**config.mk**
```make
export PLATFORM = sky130hd
export DESIGN_NAME = pepelatz_fetch
export DESIGN_NICKNAME = d
export VERILOG_FILES = /design/src/rtl/pepelatz_fetch.sv
export SDC_FILE = /design/constraint.sdc
export NUM_CORES = 1
export LEC_CHECK = 0
export BUFFER_PORTS_ARGS = -buffer_cell sky130_fd_sc_hd__buf_4
export CAP_MARGIN = 20
export CELL_PAD_IN_SITES_DETAIL_PLACEMENT = 1
export CELL_PAD_IN_SITES_GLOBAL_PLACEMENT = 1
export CORE_MARGIN = 8
export CORE_UTILIZATION = 48
export DETAILED_ROUTE_END_ITERATION = 12
export HOLD_SLACK_MARGIN = 0.05
export PLACE_DENSITY_LB_ADDON = 0.05
export REMOVE_ABC_BUFFERS = 1
export SETUP_SLACK_MARGIN = 0.2
export SLEW_MARGIN = 15
export SYNTH_ARGS = -nofsm -noshare
export SYNTH_HDL_FRONTEND = slang
export SYNTH_SLANG_ARGS = --single-unit
```
**constraint.sdc**
```tcl
create_clock -name clk -period 4.6 [get_ports clk]
set_input_delay 0.69 -clock clk [delete_from_list [all_inputs] [get_ports clk]]
set_output_delay 0.69 -clock clk [all_outputs]
set_load 0.005 [all_outputs]
```
**src/rtl/pepelatz_fetch.sv**
```systemverilog
// rtl/pepelatz_fetch.sv - instruction prefetcher: ROM request FSM feeding a prefetch queue with redirect
module pepelatz_fetch #(
    parameter logic [15:0] RESET_PC = 16'h0000,
    parameter int          DEPTH    = 4
) (
    input  logic                     clk,
    input  logic                     rst,
    output logic                     rom_req,
    output logic [15:0]              rom_address,
    input  logic [15:0]              rom_data,
    input  logic                     rom_ready,
    output logic                     instr_valid,
    output logic [15:0]              instr_data,
    output logic [15:0]              instr_pc,
    input  logic                     instr_ready,
    input  logic                     jmp_valid,
    input  logic [15:0]              jmp_addr,
    output logic [$clog2(DEPTH):0]   fetch_count
);
    localparam int AW = $clog2(DEPTH);
    localparam int CW = AW + 1;
    localparam logic [CW-1:0] FULL = CW'(DEPTH);

    typedef enum logic [1:0] {IDLE, FETCH, DROP} state_t;

    state_t          state_q, state_d;
    logic [15:0]     pc, target;
    logic [CW-1:0]   count, count_next;
    logic [AW-1:0]   rd_ptr, wr_ptr;
    logic [15:0]     mem_data [DEPTH];
    logic [15:0]     mem_pc   [DEPTH];
    logic            push, pop;

    // A redirect suppresses both push and pop: the flush wins over everything.
    assign push       = (state_q == FETCH) && rom_ready && !jmp_valid;
    assign pop        = (count != '0) && instr_ready && !jmp_valid;
    assign count_next = jmp_valid ? '0 : count + CW'(push) - CW'(pop);

    always_ff @(posedge clk) begin
        if (!rst) state_q <= IDLE;
        else      state_q <= state_d;
    end

    always_comb begin
        state_d = state_q;
        case (state_q)
            IDLE:  if (jmp_valid || count < FULL) state_d = FETCH;
            FETCH: begin
                if (jmp_valid)      state_d = rom_ready ? FETCH : DROP;
                else if (rom_ready) state_d = (count_next < FULL) ? FETCH : IDLE;
            end
            DROP:  if (rom_ready) state_d = FETCH;
            default: state_d = IDLE;
        endcase
    end

    always_comb begin
        rom_req     = (state_q != IDLE);
        rom_address = pc;
        instr_valid = (count != '0);
        instr_data  = mem_data[rd_ptr];
        instr_pc    = mem_pc[rd_ptr];
        fetch_count = count;
    end

    always_ff @(posedge clk) begin
        if (!rst) begin
            pc     <= RESET_PC;
            target <= 16'h0000;
            count  <= '0;
            rd_ptr <= '0;
            wr_ptr <= '0;
            for (int i = 0; i < DEPTH; i++) begin
                mem_data[i] <= 16'h0000;
                mem_pc[i]   <= 16'h0000;
            end
        end else begin
            count <= count_next;
            if (jmp_valid) begin
                rd_ptr <= '0;
                wr_ptr <= '0;
            end else begin
                if (push) begin
                    mem_data[wr_ptr] <= rom_data;
                    mem_pc[wr_ptr]   <= pc;
                    wr_ptr           <= wr_ptr + AW'(1);
                end
                if (pop) rd_ptr <= rd_ptr + AW'(1);
            end
            // The address must stay put while a dropped request drains, so the target waits aside.
            case (state_q)
                IDLE: if (jmp_valid) pc <= jmp_addr;
                FETCH: begin
                    if (jmp_valid) begin
                        if (rom_ready) pc <= jmp_addr;
                        else           target <= jmp_addr;
                    end else if (rom_ready) begin
                        pc <= pc + 16'h0001;
                    end
                end
                DROP: begin
                    if (jmp_valid && rom_ready) pc <= jmp_addr;
                    else if (jmp_valid)         target <= jmp_addr;
                    else if (rom_ready)         pc <= target;
                end
                default: ;
            endcase
        end
    end
endmodule
```
==> results by group <==
Worst setup path
  • Cells on worst reg2reg path: 13
  • Register-to-register path setup slack: 1.43 ns
  • WP data arrival: approximately 3.5 ns
  • CP Capture Type: flop
  • CP startpoint kind: flop
  • WP data required: between 4 and 5 ns
  • CP startpoint: state_q[1]$_SDFFE_PN0P_
  • CP Class: reg -> reg
  • Reg2reg start: state_q[1]$_SDFFE_PN0P_
  • Crit-path max FO: 10

Floorplan
  • Initial cell density of the core: 0.485
  • Die width: 145 um
  • Core area: 0.0164 sq mm
  • Total I/O pin count: 90
  • Std cell rows: 47
  • Full die area: about 0.021 sq mm
  • Chip Height: roughly 140 um

GRT
  • Grt met2 use: 0.355
  • Vias in the first global route: 5,732
  • Met3 usage: 0.0413
  • GR Overflow Total: 0
  • Initial antenna violation count: 0
  • Routing usage on met1: 0.248
  • Global-route wire length before repair: 31.8 mm
  • Total GRT Usage: 0.203
  • Largest net degree at the start of global routing: 33
  • Gr busiest metal: met2

CTS
  • Hold Buf Count CTS: 0
  • Post-CTS Setup Bufs: 0
  • Num CTS Buffers: 17
  • CTS tree: done
  • CTS Root Cell: clkbuf_16
  • Post_cts resized: 0
  • H-tree Lvls: 4
  • CTS max path bufs: 2
  • Worst-skew pair later-pin latency: 0.43 ns
  • Clock Sink Count: 171
  • Clk slew on worst S/H paths: 0.07 ns

Min path
  • HP Class: reg -> reg
  • Worst hold stages: 2
  • HP Start: target[6]$_SDFFE_PN0P_

Place
  • Number of buffers inserted by port buffering: between 80 and 90
  • Detailed Place HPWL: approximately 13 mm
  • GPL Wtd Cong: 0.841

Run status
  • Status: finished clean

Routing
  • DR iter-0 viols: 275
  • Wirelength per Cell: 20.9 um
  • Via Count: 5,206
  • Routed WL: 19.7 mm
  • Pre-antenna DRT Iters: 4
  • Mean number of vias per cell: 5.52
  • Drt drc: 0
  • Antenna viol nets, final: 0

Yosys
  • Synth top area cells: edfxtp_1 48%, dfxtp_1 11%, and2_1 10%
  • Mapped Area: 0.00795 sq mm
  • Synth warnings: 0
  • Sequential fraction of the synthesis area: 0.591
  • Area leader, netlist: edfxtp_1
  • FFs w/ async S/R, synth: 0
  • Post-synthesis cell type count: 56
  • Post-synth EDFFs: 128
  • Mean Syn Cell Area: 12.6 sq um
  • Synth top area share: 0.483
  • Synth Flop Type: edfxtp_1
  • Flops & latches, synth: roughly 170
  • Gate Count Post-Synth: between 600 and 700

Power and ir drop
  • Cell area power density: 383 mW/mm^2
  • Leak: roughly 3.5 nW
  • Peak VDD IR: 0.000299 V

Finish
  • Fill count: 1,656
  • Diode count: 0
  • Final #Nets: 755
  • Fraction of layout cells with a size suffix above 1: 0.242
  • Area delta synth->final: 18.2%

STA
  • Tcrit/Tclk final: 0.690
  • Setup TNS: 0 ns
  • Worst Hold Slack: 0.456 ns
  • Final Slew Violations: 0
  • F_max: 0.315 GHz
  • Unrepaired setup endpoints after global routing: false
  • Setup Skew: 0.00851 ns
  • Slew @ Worst Pin: approximately 0.9 ns
  • Max-slew headroom: 0.406
  • Fin crit period: 3.17 ns
  • Final setup viols: 0
  • Hold Fails Final Rpt: 0

Job
  • Max_cap viols: 0
==> routing by layer <==
layer | vias up | wire (um)
met2 | 112 | 10200
met5 | - | 0
met1 | 2612 | 8460
met3 | 21 | 779
li1 | 2461 | -
met4 | 0 | 292
==> power breakdown <==
group	total, mW	internal (mW)	switching [mW]	leakage (nW)
registers	1.82	1.74	0.0794	1.68
logic	0.398	0.174	0.224	1.56
clock network	1.38	0.796	0.588	0.269
==> final cells by class <==
type                    instances  area [sq um]  area share
clock buffers                  20           437      0.0464
clock inverters                12           124      0.0132
inverters                      10          37.5     0.00399
multi-input cells             412          3090       0.328
flip-flops and latches        171          4710       0.501
well taps                     220           275      0.0293
repair buffers                 98           736      0.0782
==> state kept, by name, indices dropped and copies added, names as in the netlist, named ones only <==
| signal | flops |
|---|---|
| rd_ptr | 2 |
| state_q | 2 |
| fetch_count | 3 |
| mem_pc | 64 |
| rom_address | 16 |
| target | 16 |
| wr_ptr | 2 |
| mem_data | 64 |
==> critical path, cell delays in order, from the launching register on <==
cell and delay, ns:
dfxtp_1 0.34, inv_1 0.09, ha_1 0.35, nor2b_1 0.30, nand2_1 0.33, ha_1 0.40
inv_1 0.04, ha_1 0.18, fa_1 0.38, xnor2_1 0.15, xnor2_1 0.14, o21ai_0 0.17
nand3b_1 0.10, mux2i_1 0.14
==> Yosys cell counts, drive strengths merged, types with 3 or more instances <==
cell / count
o22ai: 3
o21ai: 26
clkbuf: 25
xor2: 6
and3: 8
a221oi: 3
nor2b: 4
nand2: 56
a21oi: 22
or3: 5
and2: 127
nand2b: 4
nor2: 32
nor3b: 3
o221ai: 6
o2bb2ai: 3
xnor2: 3
a211oi: 3
nor3: 9
o31ai: 4
mux4: 32
nand3: 8
nor4: 3
a211o: 3
inv: 8
dfxtp: 43
mux2i: 4
buf: 14
a22oi: 7
ha: 7
nand3b: 3
edfxtp: 128
==> cell families after synthesis <==
kind of cell,after synthesis,share of synthesized area
AOI/OAI and AO/OA,91,0.0746
xor gates and xnor gates,9,0.00991
adders and majority gates,8,0.0135
buffers and inverters,49,0.0280
DFF,171,0.591
muxes,36,0.0956
and+or+nand+nor,268,0.187
==> per-stage QoR <==
step	setup slack, ns	cells	util	cell area [sq um]	total power, mW
final	1.43	943	0.573	9400	3.60
after global routing	1.12	943	0.573	9400	3.74
after CTS	1.39	943	0.573	9400	3.63
after detailed placement	1.38	911	0.539	8840	2.25
after global placement	1.44	911	0.539	8840	2.24
after floorplan	0.655	593	-	7770	2.03
==> cell usage in the layout (no fill, tap or decap), types with 5 or more instances in the layout <==
master / netlist / routed
edfxtp_1: 128 / 128
and2_1: 127 / 127
buf_4: 2 / 98
nand2_1: 53 / 53
dfxtp_1: 43 / 41
mux4_2: 32 / 32
nor2_1: 31 / 28
a21oi_1: 22 / 22
o21ai_0: 23 / 20
clkbuf_16: 0 / 17
and3_1: 8 / 8
inv_1: 8 / 8
nor3_1: 7 / 7
a22oi_1: 7 / 7
ha_1: 7 / 7
xor2_1: 6 / 6
nand3_1: 6 / 6
o221ai_1: 6 / 6
or3_1: 5 / 5
==> path summary, 6_finish.rpt <==
kind | endpoint
max reg2reg | state_q[0]$_SDFFE_PN0P_
max | state_q[0]$_SDFFE_PN0P_
min | target[6]$_SDFFE_PN0P_
min reg2reg | target[6]$_SDFFE_PN0P_
Note: power is estimated with default switching activity, not from simulation.
